## config.mk

```make
export PLATFORM = sky130hd
export DESIGN_NAME = ddr2_chk_cmp
export DESIGN_NICKNAME = d
export VERILOG_FILES = /design/src/rtl/ddr2_chk_pkg.sv /design/src/rtl/ddr2_chk_cmp.sv
export SDC_FILE = /design/constraint.sdc
export NUM_CORES = 1
export LEC_CHECK = 0
export CAP_MARGIN = 20
export CORE_UTILIZATION = 46
export DETAILED_ROUTE_END_ITERATION = 6
export GPL_TIMING_DRIVEN = 0
export PLACE_DENSITY = 0.86
export SKIP_CTS_REPAIR_TIMING = 1
export SYNTH_ARGS = -nofsm -noshare
export SYNTH_HDL_FRONTEND = slang
export SYNTH_SLANG_ARGS = --single-unit
```

## constraint.sdc

```tcl
create_clock -name clk -period 3.85 [get_ports clk]
set_clock_uncertainty 0.2 [all_clocks]
set_input_delay 0.77 -clock clk [delete_from_list [all_inputs] [get_ports clk]]
set_output_delay 0.77 -clock clk [all_outputs]
set_load 0.02 [all_outputs]
```

## src/rtl/ddr2_chk_pkg.sv

```systemverilog
// ddr2_chk_pkg: shared state encoding, counter widths and the read-pattern helper.
package ddr2_chk_pkg;
    typedef enum logic [1:0] {S_IDLE, S_REQ, S_DATA, S_GAP} state_t;
    localparam int ERR_CNT_W   = 16;
    localparam int BURST_CNT_W = 16;
    // The writer stores k+1 at word address 2k.
    function automatic logic [31:0] exp_of(input logic [31:0] addr);
        return (addr >> 1) + 32'd1;
    endfunction
endpackage

```

## src/rtl/ddr2_chk_cmp.sv

```systemverilog
// ddr2_chk_cmp: per-beat data compare with saturating error count and first-error capture.
module ddr2_chk_cmp
    import ddr2_chk_pkg::*;
#(
    parameter int ADDR_WIDTH = 26,
    parameter int DATA_WIDTH = 32
) (
    input  logic                  clk,
    input  logic                  rst_n,
    input  logic                  beat,
    input  logic [DATA_WIDTH-1:0] data,
    input  logic [DATA_WIDTH-1:0] exp_val,
    input  logic [ADDR_WIDTH-1:0] addr,
    output logic                  mism,
    output logic [ERR_CNT_W-1:0]  err_cnt,
    output logic [31:0]           beat_cnt,
    output logic [ADDR_WIDTH-1:0] first_err_addr,
    output logic [DATA_WIDTH-1:0] first_err_data
);
    assign mism = beat && data != exp_val;

    always_ff @(posedge clk) begin
        if (!rst_n) begin
            err_cnt        <= '0;
            beat_cnt       <= '0;
            first_err_addr <= '0;
            first_err_data <= '0;
        end else begin
            if (beat) beat_cnt <= beat_cnt + 32'd1;
            if (mism) begin
                if (err_cnt != '1) err_cnt <= err_cnt + 1'b1;
                // err_cnt never returns to zero, so zero means no error seen yet
                if (err_cnt == '0) begin
                    first_err_addr <= addr;
                    first_err_data <= data;
                end
            end
        end
    end
endmodule

```

After elaboration in Yosys (flattened, before gate mapping). Index checks and enable logic that the tools add are counted.

Add/subtract/negate cells: 2. Multipliers: 0. Divide/modulo/power cells: 0. Order comparisons: 0. Equality and inequality tests: 2. Shift operators: 0. Mux-type cells: 0. Bitwise gates (word level): 0. Reduce and logical (&&, ||, !) cells: 4.

Operators by type and width (count): 32-bit by 1-bit adder with 32-bit output (second input constant) (1); 32-bit != test (1); 16-bit by 1-bit adder with 16-bit output (second input constant) (1); 16-bit zero test (1); 16-bit != test (second input constant) (1); 2-bit AND reduction (2); 1-bit logical AND (1).

Flip-flop bits (word level): 106. Latch bits: 0. RAM bits: 0. Bits in read-only memories: 0. Bits of input ports: 93. Output and inout bits: 107. Logic and storage cells: 12. Memories: 0.

Logic depth before layout (Yosys ltp).
Depth after elaboration: 3. Gate-level depth with buffers: 9. Mapped depth without buffers: 7.

Worst setup path before layout. OpenSTA, ideal clock, no wires.

Kind: in2out. Start: in data[23]. End: out mism. Arrival: 1.901 ns. Data required time: 2.880 ns. Slack: 0.979 ns. Stages: 5. Path buffers: 0. Cells stage by stage: xor2_1 nor4_1 nand4_1 o21ai_0 inv_1.

Word-level cells in the longest chain between the ends: 2.

Ends and longest elaborated chain: start: declaration (RTL line ddr2_chk_cmp.sv:11) `input logic [DATA_WIDTH-1:0] data,`; 32-bit != test (RTL line ddr2_chk_cmp.sv:20) `assign mism = beat && data != exp_val;`; 1-bit logical AND (RTL line ddr2_chk_cmp.sv:20); end: declaration (RTL line ddr2_chk_cmp.sv:14) `output logic mism,`.

No other way between the ends.

Final worst setup path.
Start: in data[0]. End: out mism.

Same word-level chain as after synthesis.

==> impl_results.md <==
* Post-synth EDFFs at 0
* Dpl cell area at around 6900 µm²
* Final WS setup at approximately 0.25 ns
* Non-filler cells, final at 866
* Cell Area, Synth at between 4000 and 5000 µm²
* Synth Flop Type: dfxtp_1
* Std cell rows at 36
* DR WL/cell at 15.8 µm
* Initial core utilization at a little under half
* CP required at roughly 2.9 ns
* Number of global-route vias before repair at 4,474
* Kind of critical path: input pin to output pin
* PD cells at ~330 nW/µm²
* Core region area at roughly 10000 µm²
* Maximum VDD drop at roughly 0.00024 V
* Share of cells above drive strength 1 at roughly 6%
* Clock Latency Late Sink at about 0.36 ns
* Initial antenna violation count at 0
* Status: finished clean
* Highest-delay cell along the critical path: clkdlybuf4s50_1
* Nets@finish at just over 800
* DIE HEIGHT at between 100 and 150 µm
* Post-synthesis sequential area ratio at between 40 and 50%
* CTS Root Cell: clkbuf_8
* Post-DRT Antenna Nets at 0
* HPWL Detailed at between 10 and 15 mm
* Avg Synthesized Cell Area at 9.19 µm²
* Most common cell after layout, fill and taps aside: clkdlybuf4s50_1
* Total track usage at between 20 and 30%
* Syn Nets at 610
* Fin area at 7130 µm²
* Leak at about 2.8 nW
* Final Setup Violations at 0
* Clock sink count at around 110
* CTS H-tree depth at 3
* # port buffers at about 200
* Worst-path cell chain: clkdlybuf4s50_1 > xor2_1 > nor4_2 > nand4_1 > buf_4 > o21ai_2 > inv_1 > dlymetal6s2s_1
* Worst slack, placed at -0.550 ns
* Unrepaired setup endpoints after global routing: false
* # fillers at 707
* Pin count of the biggest net entering global routing at 18
* Post-synthesis sequential element count at around 110
* Post-placement cell count at 846
* Final Cycle Share at between 90% and 100%
* Drt total wl at around 14 mm
* Max incr delay on CP at around 0.46 ns
* DRC errors left at 0
* Antenna cells at 0
* Clock transition at the registers of the reported paths at about 0.10 ns
* Max-cap violations at 0
* Hold Vio Cnt, Final at 0
* Fmax at 278 MHz
* Grt total ovfl at 0
* Worst-case clock buffer depth at 2
* Normalized max-slew margin at 59.5%
* Gp weighted congestion at roughly 0.87
* Slew Limit Fails at 0
* CP Max Fanout at 6
* Min Tclk post-route at between 3 and 4 ns
* Die Wd at approximately 100 µm
* Clock buffer count from CTS at 9
* Via total after detailed routing at between 4,000 and 5,000
* Via-per-instance ratio at around 5.3
* CTS tree: done
* Hold Crit Class: register to register
* Commonest non-fill, non-tap cells in the layout: clkdlybuf4s50_1, dfxtp_1, nor2_1
* WP data arrival at 2.63 ns
* Io pins at 200
* Die area at roughly 11,000 µm²
* Post-synth cell types at 39
* Crit path capture type: output pin
* Post-Syn Instances at 514
* Worst-Margin Slew at just over 0.6 ns
* Crit start category: input pin
* First-pass GRT wire length at between 20 and 25 mm
* Area delta synth->final at 50.8%
* TritonRoute pass-1 iters at 4
* Async SR Flop Fraction at 0%
* Iter 0 DRT Violations at ~150
* Synth Warn # at 0
-- registers in the layout (all words and copies together) (netlist names) --
name            count
err_cnt            16
first_err_addr     26
beat_cnt           32
first_err_data     32
-- power breakdown --
part | internal (W) | total [W] | switching (W) | leakage (nW)
clock network | 0.000303 | 0.000686 | 0.000383 | 0.0925
registers | 0.00115 | 0.00118 | 0.0000318 | 0.864
logic | 0.000256 | 0.000489 | 0.000233 | 1.80
total | 0.00171 | 0.00235 | 0.000648 | 2.76
-- Yosys cell counts (2+ instances only) --
cell | count | area, µm²
nand2_1 | 24 | 90.1
clkbuf_1 | 11 | 41.3
nor3_1 | 3 | 15.0
nor2_1 | 91 | 342
or4_1 | 6 | 45.0
buf_6 | 2 | 22.5
nor3_2 | 4 | 40.0
o41ai_1 | 2 | 17.5
and3_1 | 3 | 18.8
o31ai_1 | 6 | 45.0
o211ai_1 | 3 | 22.5
dfxtp_1 | 106 | 2120
inv_1 | 12 | 45.0
o311ai_0 | 2 | 17.5
nor4_1 | 13 | 81.3
or3_1 | 16 | 100
nand2b_1 | 7 | 43.8
o21a_1 | 2 | 15.0
ha_1 | 3 | 37.5
and4_1 | 2 | 17.5
nand4_1 | 13 | 81.3
buf_4 | 3 | 22.5
buf_2 | 4 | 20.0
xnor2_1 | 12 | 105
nand3_1 | 15 | 75.1
o21ai_0 | 17 | 85.1
a21oi_1 | 21 | 105
mux2i_1 | 63 | 631
xor2_1 | 38 | 333
-- stage by stage --
step	setup TNS (ns)	utilization [%]	hold WS, ns	total power (W)
floorplan	0	-	0.370	0.00143
detailed placement	-0.550	69.8	0.287	0.00169
CTS	-0.551	71.8	0.312	0.00236
global placement	-0.464	69.8	0.273	0.00167
finish	0	72.2	0.308	0.00235
global route	0	72.2	0.334	0.00245
-- worst max-delay path, delay by kind of cell --
family                    cells  cell delay (ns)
buffers and inverters         4             0.90
and+or+nand+nor               2             0.54
AOI/OAI and AO/OA             1             0.21
xor gates and xnor gates      1             0.20
-- layout make-up --
type / instances / area (µm²) / share of cell area (%)
sequential: 106 / 2120 / 29.8
clock buffer: 10 / 128 / 1.79
multi-input combinational: 374 / 2460 / 34.5
clock inverter: 6 / 67.6 / 0.948
buffer: 21 / 110 / 1.54
tap: 133 / 166 / 2.33
inverter: 13 / 48.8 / 0.685
timing repair buffer: 203 / 2020 / 28.4
-- metal layers --
layer | global-route usage, % | wire length (µm)
met1 | 29.7 | 5560
met4 | 7.58 | 195
met2 | 47.4 | 7160
met5 | 0 | 0
met3 | 5.85 | 803
-- logic make-up after synthesis --
family          Yosys count  synth area share (%)
compound gates           54                  6.78
buf+inv                  34                  3.36
simple gates            204                  21.5
flops                   106                  44.9
xor+xnor                 50                  9.27
fa+ha+maj                 3                 0.795
mux                      63                  13.3
-- final timing paths --
path / cells after the start / endpoint / startpoint / slack (ns)
max: 8 / mism / data[0] / 0.25
min: 2 / first_err_addr[25]$_SDFFE_PN0P_ / first_err_addr[25]$_SDFFE_PN0P_ / 0.31
max reg2reg: 6 / beat_cnt[21]$_SDFFE_PN0P_ / beat_cnt[11]$_SDFFE_PN0P_ / 1.53
min reg2reg: 2 / first_err_addr[25]$_SDFFE_PN0P_ / first_err_addr[25]$_SDFFE_PN0P_ / 0.31
Note: power is estimated with default switching activity, not from simulation.
